`src/rtl/fp_pkg.sv`:
```
// Shared definitions for the float-to-integer decoder: FSM states, flag bit
// positions and the exponent bias helper.
package fp;

  typedef enum logic [1:0] {
    IDLE,
    CLASSIFY,
    SHIFT,
    DONE
  } state_e;

  // OUT_FLAGS = {INVALID, OVF, INEXACT}
  localparam int FLAG_INVALID = 2;
  localparam int FLAG_OVF     = 1;
  localparam int FLAG_INEXACT = 0;

  function automatic int EXP_OFFSET(input int nx);
    return (1 << (nx - 1)) - 1;
  endfunction

endpackage

```
`src/rtl/fp_classify.sv`:
```
// Combinational field classification of an IEEE754 word: special cases plus
// the unbiased exponent as a signed NX+1 bit value.
module fp_classify
  import fp::*;
#(
  parameter int NX = 8,
  parameter int NM = 23
) (
  input  logic [NX-1:0]        exp_i,
  input  logic [NM-1:0]        mant_i,
  output logic                 is_zero,
  output logic                 is_denorm,
  output logic                 is_inf,
  output logic                 is_nan,
  output logic signed [NX:0]   e
);

  logic exp_ones, exp_zero, mant_zero;

  always_comb begin
    exp_ones  = &exp_i;
    exp_zero  = ~|exp_i;
    mant_zero = ~|mant_i;
    is_zero   = exp_zero & mant_zero;
    is_denorm = exp_zero & ~mant_zero;
    is_inf    = exp_ones & mant_zero;
    is_nan    = exp_ones & ~mant_zero;
    e = signed'({1'b0, exp_i}) - signed'((NX+1)'(EXP_OFFSET(NX)));
  end

endmodule

```
`src/rtl/fp_to_int_decode.sv`:
```
// Multi-cycle IEEE754 to two's-complement integer converter, truncating toward
// zero; the significand is aligned by a one-bit-per-cycle shifter.
module fp_to_int_decode
  import fp::*;
#(
  parameter int NX = 8,
  parameter int NM = 23,
  parameter int IW = 32
) (
  input  logic              CLK,
  input  logic              RST_N,
  input  logic [NX+NM:0]    IN_DATA,
  input  logic              IN_VALID,
  output logic              IN_READY,
  output logic [IW-1:0]     OUT_DATA,
  output logic              OUT_VALID,
  input  logic              OUT_READY,
  output logic [2:0]        OUT_FLAGS
);

  localparam int SW   = (IW > NM + 1) ? IW : NM + 1;
  localparam int KMAX = (NM > IW - 2 - NM) ? NM : IW - 2 - NM;
  localparam int KW   = (KMAX < 1) ? 1 : $clog2(KMAX + 1);

  localparam logic [IW-1:0] INT_MAX = {1'b0, {(IW-1){1'b1}}};
  localparam logic [IW-1:0] INT_MIN = {1'b1, {(IW-1){1'b0}}};

  typedef struct packed {
    logic          sign;
    logic [NX-1:0] exp;
    logic [NM-1:0] mant;
  } ieee754_t;

  state_e         state_q, state_d;
  ieee754_t       word_q, word_d;
  logic [SW-1:0]  sh_q, sh_d, sh_next;
  logic [KW-1:0]  k_q, k_d;
  logic           left_q, left_d;
  logic           inexact_q, inexact_d;
  logic [IW-1:0]  out_data_q, out_data_d;
  logic [2:0]     out_flags_q, out_flags_d;

  logic              is_zero, is_denorm, is_inf, is_nan;
  logic signed [NX:0] e;
  int                e_int, k_int;

  fp_classify #(.NX(NX), .NM(NM)) u_classify (
    .exp_i     (word_q.exp),
    .mant_i    (word_q.mant),
    .is_zero   (is_zero),
    .is_denorm (is_denorm),
    .is_inf    (is_inf),
    .is_nan    (is_nan),
    .e         (e)
  );

  function automatic logic [IW-1:0] to_int(input logic neg, input logic [SW-1:0] mag);
    logic [IW-1:0] m;
    m = mag[IW-1:0];
    return neg ? (~m + 1'b1) : m;
  endfunction

  always_comb begin
    state_d     = state_q;
    word_d      = word_q;
    sh_d        = sh_q;
    k_d         = k_q;
    left_d      = left_q;
    inexact_d   = inexact_q;
    out_data_d  = out_data_q;
    out_flags_d = out_flags_q;
    sh_next     = sh_q;
    e_int       = int'(e);
    k_int       = 0;
    case (state_q)
      IDLE: begin
        if (IN_VALID) begin
          word_d  = IN_DATA;
          state_d = CLASSIFY;
        end
      end
      CLASSIFY: begin
        out_flags_d = '0;
        inexact_d   = 1'b0;
        state_d     = DONE;
        if (is_nan) begin
          out_data_d                = INT_MAX;
          out_flags_d[FLAG_INVALID] = 1'b1;
        end else if (is_inf) begin
          out_data_d                = word_q.sign ? INT_MIN : INT_MAX;
          out_flags_d[FLAG_INVALID] = 1'b1;
        end else if (is_zero || is_denorm) begin
          out_data_d                = '0;
          out_flags_d[FLAG_INEXACT] = is_denorm;
        end else if (e_int < 0) begin
          out_data_d                = '0;
          out_flags_d[FLAG_INEXACT] = 1'b1;
        end else if (e_int >= IW - 1) begin
          // -2^(IW-1) itself is representable, so it alone escapes OVF
          out_data_d            = word_q.sign ? INT_MIN : INT_MAX;
          out_flags_d[FLAG_OVF] = !(word_q.sign && e_int == IW - 1 && word_q.mant == '0);
        end else begin
          sh_d   = SW'({1'b1, word_q.mant});
          left_d = e_int > NM;
          k_int  = left_d ? e_int - NM : NM - e_int;
          k_d    = KW'(k_int);
          if (k_int != 0) state_d = SHIFT;
          else            out_data_d = to_int(word_q.sign, sh_d);
        end
      end
      SHIFT: begin
        if (left_q) begin
          sh_next = sh_q << 1;
        end else begin
          sh_next   = sh_q >> 1;
          inexact_d = inexact_q | sh_q[0];
        end
        sh_d = sh_next;
        k_d  = k_q - 1'b1;
        if (k_q == KW'(1)) begin
          state_d                   = DONE;
          out_data_d                = to_int(word_q.sign, sh_next);
          out_flags_d               = '0;
          out_flags_d[FLAG_INEXACT] = inexact_d;
        end
      end
      DONE: begin
        if (OUT_READY) state_d = IDLE;
      end
      default: state_d = IDLE;
    endcase
  end

  always_ff @(posedge CLK) begin
    if (!RST_N) begin
      state_q     <= IDLE;
      word_q      <= '0;
      sh_q        <= '0;
      k_q         <= '0;
      left_q      <= 1'b0;
      inexact_q   <= 1'b0;
      out_data_q  <= '0;
      out_flags_q <= '0;
    end else begin
      state_q     <= state_d;
      word_q      <= word_d;
      sh_q        <= sh_d;
      k_q         <= k_d;
      left_q      <= left_d;
      inexact_q   <= inexact_d;
      out_data_q  <= out_data_d;
      out_flags_q <= out_flags_d;
    end
  end

  assign IN_READY  = (state_q == IDLE);
  assign OUT_VALID = (state_q == DONE);
  assign OUT_DATA  = out_data_q;
  assign OUT_FLAGS = out_flags_q;

endmodule

```
`config.mk`:
```
export PLATFORM = sky130hd
export DESIGN_NAME = fp_to_int_decode
export DESIGN_NICKNAME = d
export VERILOG_FILES = /design/src/rtl/fp_pkg.sv /design/src/rtl/fp_classify.sv /design/src/rtl/fp_to_int_decode.sv
export SDC_FILE = /design/constraint.sdc
export NUM_CORES = 1
export LEC_CHECK = 0
export CORE_ASPECT_RATIO = 0.9
export CORE_MARGIN = 1.5
export CORE_UTILIZATION = 63
export DETAILED_ROUTE_END_ITERATION = 10
export PLACE_DENSITY_LB_ADDON = 0.12
export RECOVER_POWER = 50
export SLEW_MARGIN = 20
export SYNTH_ARGS = -nofsm -noshare
export SYNTH_HDL_FRONTEND = slang
export SYNTH_SLANG_ARGS = --single-unit
```
`constraint.sdc`:
```
create_clock -name CLK -period 8.1 [get_ports CLK]
set_input_delay 0.81 -clock CLK [delete_from_list [all_inputs] [get_ports CLK]]
set_output_delay 0.81 -clock CLK [all_outputs]
set_load 0.1 [all_outputs]
```
==> results.md, run 1 <==
- Outcome: complete, but fails checks
- Failing checks: max-capacitance violations, max-slew violations
- Syn. warnings: 0
- Post-CTS sizing: 0
- Simple-Gate Fraction of Synth Area: 21.7%
- Die footprint: 0.0123 mm^2
- Die width: 117 um
- Critical path class: flop to flop
- CTS tree: built
- Mux share of post-synthesis cell area: 10.1%
- WL final: 18600 um
- Num ports: 73
- Cell variety after synth: 76
- Worst-Margin Slew: 2950 ps
- Count of clock tree sinks: 108
- Final period util: 55.8%
- IO buf count: 72
- Worst VDD drop: 0.174 mV
- RSZ-0062 raised after global routing: false
- Min Tclk post-route: 4520 ps
- Cts hold-fix bufs: 0
- Leak: 3.11 nW
- HPWL Detailed: 13000 um
- Top-area cell type share of the netlist area: 29.4%
- CTS Root Buffer Type: clkbuf_16
- Std-Cell Core Area: 0.0114 mm^2
- Adder-Cell Fraction of Synth Area: 2.55%
- Initial antenna violation count: 0
- Routed vias: 6948
- # rows: 37
- P&R area growth vs syn: 11.9%
- PD cells: 300 mW/mm^2
- Maxcap violations: 1
- Commonest register cell after synthesis: dfxtp_1
- H-tree depth: 3
- Proportion of layout cells with a drive suffix above 1: 5.85%
- Clock Skew: 7.26 ps
- Vias in the first global route: 6012
- Crit path buf inv count: 2
- Post-synthesis xor/xnor area fraction: 7.03%
- Setup TNS: 0 ps
- Routability cong.: 0.925
- Max stage delay on crit path: 2080 ps
- Final ANT Viol Nets: 0
- Total power draw: 0.00247 W
- CTS buffer count: 9
- Via density: 6.05
- Commonest non-fill, non-tap cell in the layout: nand2_1
- DRC Markers: 0
- Clock Tree Buf Depth: 2
- Final hold violations: 0
- Min-Delay Path Class: flop to flop
- Post-CTS setup buffer count: 0
- Leading post-synthesis cells by cell area: dfxtp_1, mux2i_1, nand2_1
- CP delay by family, top: buffers and inverters
- Synth async-reset ratio: 0%
- Worst path slowest cell: clkbuf_1
- Syn_nets: 1024
- Final net count: 1038
- Post-synthesis compound-gate area fraction: 22.8%
- Number of synthesized flops with an enable pin: 0
- Drt pass-1 iters: 5
- Startpoint types: flop
- Leading area contributor after synthesis: dfxtp_1
- First-pass GRT wire length: 30200 um
- Pin count of the biggest net entering global routing: 70
- Initial core utilization: 64.5%
- Filler cells: 994
- Clock insertion delay at the later pin of the skew report: 360 ps
- Post-Syn Area per Cell: 7.55 um^2
- Share of the yosys chip area belonging to registers: 29.4%
- Largest family of logic cells by synthesized area: compound AO/OA/AOI/OAI gates
- Final setup viols: 0
- Req. time, crit path: 8380 ps
- Overall Global Routing Usage: 30.9%
- Critical path, cell by cell: inv_1 > ha_1 > clkbuf_1 > nand2_1 > nand3_1 > o41a_2 > mux2i_1
- Commonest cells after routing, fill and taps aside: nand2_1, nor2_1, dfxtp_1
- Critical path endpoint category: flop
- Clock-pin slew on the worst setup and hold paths: 80 ps
- Worst slew margin: -96.5%
- Flops & latches, synth: 108
- Max Transition Viols Final: 69
- Max FO, Critical Path: 68
- DR iter-0 viols: 694
- Die Height: 105 um
- Fmax: 0.221 GHz
- Ant. Diodes: 0
- WP data arrival: 4800 ps
- Post-DR wirelength/cell: 16.2 um
- Post-Syn Instances: 973
- Post-Syn Area: 0.00735 mm^2
- Overflow after GRT: 0
[worst min-delay path, delay by kind of cell, from the launching register on]
family / cells / cell delay (ps)
flops: 1 / 300
mux: 1 / 50
simple gates: 1 / 50
[synth_stat cells (4+ instances only)]
library cell	count
mux2i_1	67
a21oi_1	71
clkbuf_1	55
nor2_1	108
buf_2	8
a22oi_1	5
xnor2_1	38
nor4_1	5
buf_6	4
o211ai_1	27
xor2_1	21
nand2_1	155
o21ai_1	4
nand3_1	16
buf_1	4
ha_1	15
a211oi_1	25
nor3_1	21
a2bb2oi_1	4
mux2_2	5
inv_1	22
o21ai_0	62
o31ai_1	14
or3_1	9
dfxtp_1	108
nor2b_1	6
nand4_1	6
o41ai_1	10
[cell families (layout without fill, tap and decap cells)]
family,count (synthesis),after routing
and+or+nand+nor,359,359
AOI/OAI and AO/OA,258,258
DFF,108,108
buffers and inverters,101,120
muxes,73,73
xor gates and xnor gates,59,59
adders and majority gates,15,15
[per-stage QoR]
stage / hold slack, ps / utilization [%] / area [um^2] / cells / worst slack (ps)
floorplan: 445 / - / 7350 / 973 / 4480
global placement: 446 / 69.8 / 7950 / 1132 / 4210
detailed placement: 451 / 69.8 / 7950 / 1132 / 4130
CTS: 461 / 72.3 / 8230 / 1148 / 4120
global route: 474 / 72.2 / 8220 / 1148 / 3150
finish: 453 / 72.2 / 8220 / 1148 / 3580
[cell type report]
cell class	count	area, um^2	area share [%]
clock buffer	10	229	2.78
sequential	108	2160	26.3
multi-input combinational	764	4730	57.5
inverter	25	93.8	1.14
tap	156	195	2.37
timing repair buffer	79	761	9.25
clock inverter	6	50.0	0.609
[per-layer routing]
metal	global-route usage [%]	vias up	wire (um)
li1	-	3451	-
met1	45.9	3187	8790
met2	45.6	283	8080
met3	6.15	27	1500
met4	8.00	0	279
met5	0	-	0
[flip-flops by register name, summed over array words and instances (netlist names)]
register / flops
k_q: 5
left_q: 1
OUT_DATA: 32
word_q: 32
sh_q: 32
inexact_q: 1
OUT_FLAGS: 3
state_q: 2
[worst paths after layout]
check	from	end	slack (ps)	cells after the start
setup / recovery	state_q[0]	OUT_DATA[5]	3580	7
hold / removal	OUT_DATA[13]	OUT_DATA[13]	450	2
setup reg to reg	state_q[0]	OUT_DATA[5]	3580	7
hold reg to reg	OUT_DATA[13]	OUT_DATA[13]	450	2
[power breakdown]
group	internal [W]	leakage, nW	total (W)	switching (W)
combinational	0.000430	2.10	0.00133	0.000899
clock	0.000211	0.129	0.000420	0.000209
sequential	0.000610	0.877	0.000718	0.000108
total	0.00125	3.11	0.00247	0.00122
No activity file was read; power rests on OpenSTA's default activity.
==> inputs of run 2 (changes only) <==
--- a/config.mk
+++ b/config.mk
@@ -7,7 +7,7 @@
 export LEC_CHECK = 0
 export CORE_ASPECT_RATIO = 0.9
 export CORE_MARGIN = 1.5
-export CORE_UTILIZATION = 63
+export CORE_UTILIZATION = 53
 export DETAILED_ROUTE_END_ITERATION = 10
 export PLACE_DENSITY_LB_ADDON = 0.12
 export RECOVER_POWER = 50
==> constraint.sdc (replaced) <==
create_clock -name CLK -period 4.1 [get_ports CLK]
set_input_delay 0.41 -clock CLK [delete_from_list [all_inputs] [get_ports CLK]]
set_output_delay 0.41 -clock CLK [all_outputs]
set_load 0.1 [all_outputs]
==> run 2 against run 1 <==
The flow now finishes without violations; clock power rose by 120%; first-iteration DRC count fell by 6.2%; worst hold slack barely moved; critical path depth rose by 5; fmax rose by 20%; largest power group unchanged; power rose by 100%.
==> results.md, run 2 (synthesized netlist as in run 1, its figures left out) <==
- Setup TNS: 0 ps
- Final period util: 91.7%
- WP data arrival: 3980 ps
- Worst slew margin: 8.57%
- Commonest non-fill, non-tap cell in the layout: nand2_1
- Count of clock tree sinks: 108
- First-pass GRT wire length: 31100 um
- Final hold violations: 0
- Post-CTS setup buffer count: 0
- Overflow after GRT: 0
- Max Transition Viols Final: 0
- Clock insertion delay at the later pin of the skew report: 360 ps
- Post-CTS sizing: 0
- Ant. Diodes: 0
- Pin count of the biggest net entering global routing: 69
- CTS buffer count: 9
- Std-Cell Core Area: 0.0135 mm^2
- Cts hold-fix bufs: 0
- DR iter-0 viols: 651
- Worst-Margin Slew: 1370 ps
- Drt pass-1 iters: 6
- Startpoint types: flop
- Maxcap violations: 0
- CTS Root Buffer Type: clkbuf_16
- Req. time, crit path: 4320 ps
- Leak: 3.18 nW
- Outcome: complete, no violations
- Critical path, cell by cell: ha_1 > nand3_1 > xnor2_1 > ha_1 > a31oi_1 > mux2i_1 > o31ai_1 > mux2i_1 > nand4_1 > o41a_2 > buf_4 > mux2i_1
- Min-Delay Path Class: flop to flop
- Die Height: 115 um
- Worst path slowest cell: ha_1
- CP dominant cell by count: mux2i_1
- Cell count after placement: 1156
- Via density: 5.86
- H-tree depth: 3
- Dpl ws: 402 ps
- Fmax: 0.266 GHz
- Vias in the first global route: 5953
- CTS tree: built
- Critical path class: flop to flop
- Initial core utilization: 54.6%
- P&R area growth vs syn: 13.7%
- Final non-filler cell total: 1172
- Max FO, Critical Path: 32
- Routability cong.: 0.830
- Placed cell area: 0.00806 mm^2
- Post-DR wirelength/cell: 16.0 um
- Clock-pin slew on the worst setup and hold paths: 70 ps
- Clock Skew: 11.0 ps
- Worst VDD drop: 0.292 mV
- Num ports: 73
- Final net count: 1050
- Die width: 127 um
- Final worst slack: 338 ps
- Routed vias: 6867
- HPWL Detailed: 13100 um
- Final setup viols: 0
- WL final: 18800 um
- PD cells: 592 mW/mm^2
- Final ANT Viol Nets: 0
- IO buf count: 72
- # rows: 40
- DRC Markers: 0
- Overall Global Routing Usage: 26.4%
- Commonest cells after routing, fill and taps aside: nand2_1, nor2_1, dfxtp_1
- Critical path endpoint category: flop
- Initial antenna violation count: 0
- Max stage delay on crit path: 570 ps
- Clock Tree Buf Depth: 2
- RSZ-0062 raised after global routing: false
- Die footprint: 0.0146 mm^2
- Fin area: 0.00836 mm^2
- Min Tclk post-route: 3760 ps
- Proportion of layout cells with a drive suffix above 1: 6.97%
==> run 2: changes by cell type in the layout (fill, tap and decap cells not counted), sizes merged <==
cell    delta
buf       +12
inv        -1
bufinv     +1
clkbuf     +3
clkinv     -3
==> run 2: area by class of cell <==
cell class	count	area, um^2
fillers	1249	5110
multi-input cells	764	4730
flip-flops and latches	108	2160
repair buffers	91	852
clock buffers	13	260
well taps	168	210
inverters	25	93.8
clock inverters	3	45.0
==> run 2: stage by stage <==
step / hold WS (ps) / total power [W] / utilization [%]
2_1_floorplan: 445 / 0.00359 / -
3_3_place_gp: 445 / 0.00404 / 59.9
3_5_place_dp: 452 / 0.00406 / 59.9
4_1_cts: 462 / 0.00497 / 62.1
5_1_grt: 476 / 0.00526 / 62.1
6_report: 453 / 0.00495 / 62.1
==> run 2: report_power, final <==
group	internal (W)	switching, W	leakage (nW)	total [W]
registers	0.00121	0.000194	0.877	0.00140
logic	0.000854	0.00179	2.16	0.00264
clock network	0.000508	0.000399	0.142	0.000907
total	0.00257	0.00238	3.18	0.00495
==> run 2: worst paths after layout <==
| path | startpoint | to | slack, ps | depth (start not counted) |
|---|---|---|---|---|
| worst min-delay path | OUT_DATA[12] | OUT_DATA[12] | 450 | 2 |
| worst max-delay path | word_q[24] | OUT_DATA[21] | 340 | 12 |
| worst max register to register | word_q[24] | OUT_DATA[21] | 340 | 12 |
| worst min register to register | OUT_DATA[12] | OUT_DATA[12] | 450 | 2 |
==> run 2: critical path, delay by kind of cell, from the launching register on <==
kind / cells / cell delay, ps
AO/OA/AOI/OAI: 3 / 840
AND/OR/NAND/NOR: 2 / 310
flip-flops: 1 / 510
buffers and inverters: 1 / 290
adder cells (fa/ha/maj): 2 / 820
XOR/XNOR: 1 / 210
multiplexers: 3 / 600
==> run 2: layer usage <==
layer | vias to the layer above | global-route usage, % | share of wire [%]
met1 | 3120 | 40.0 | 51
li1 | 3484 | - | -
met2 | 242 | 39.0 | 42
met4 | 0 | 6.14 | 1.1
met5 | - | 0 | 0
met3 | 21 | 4.63 | 5.8
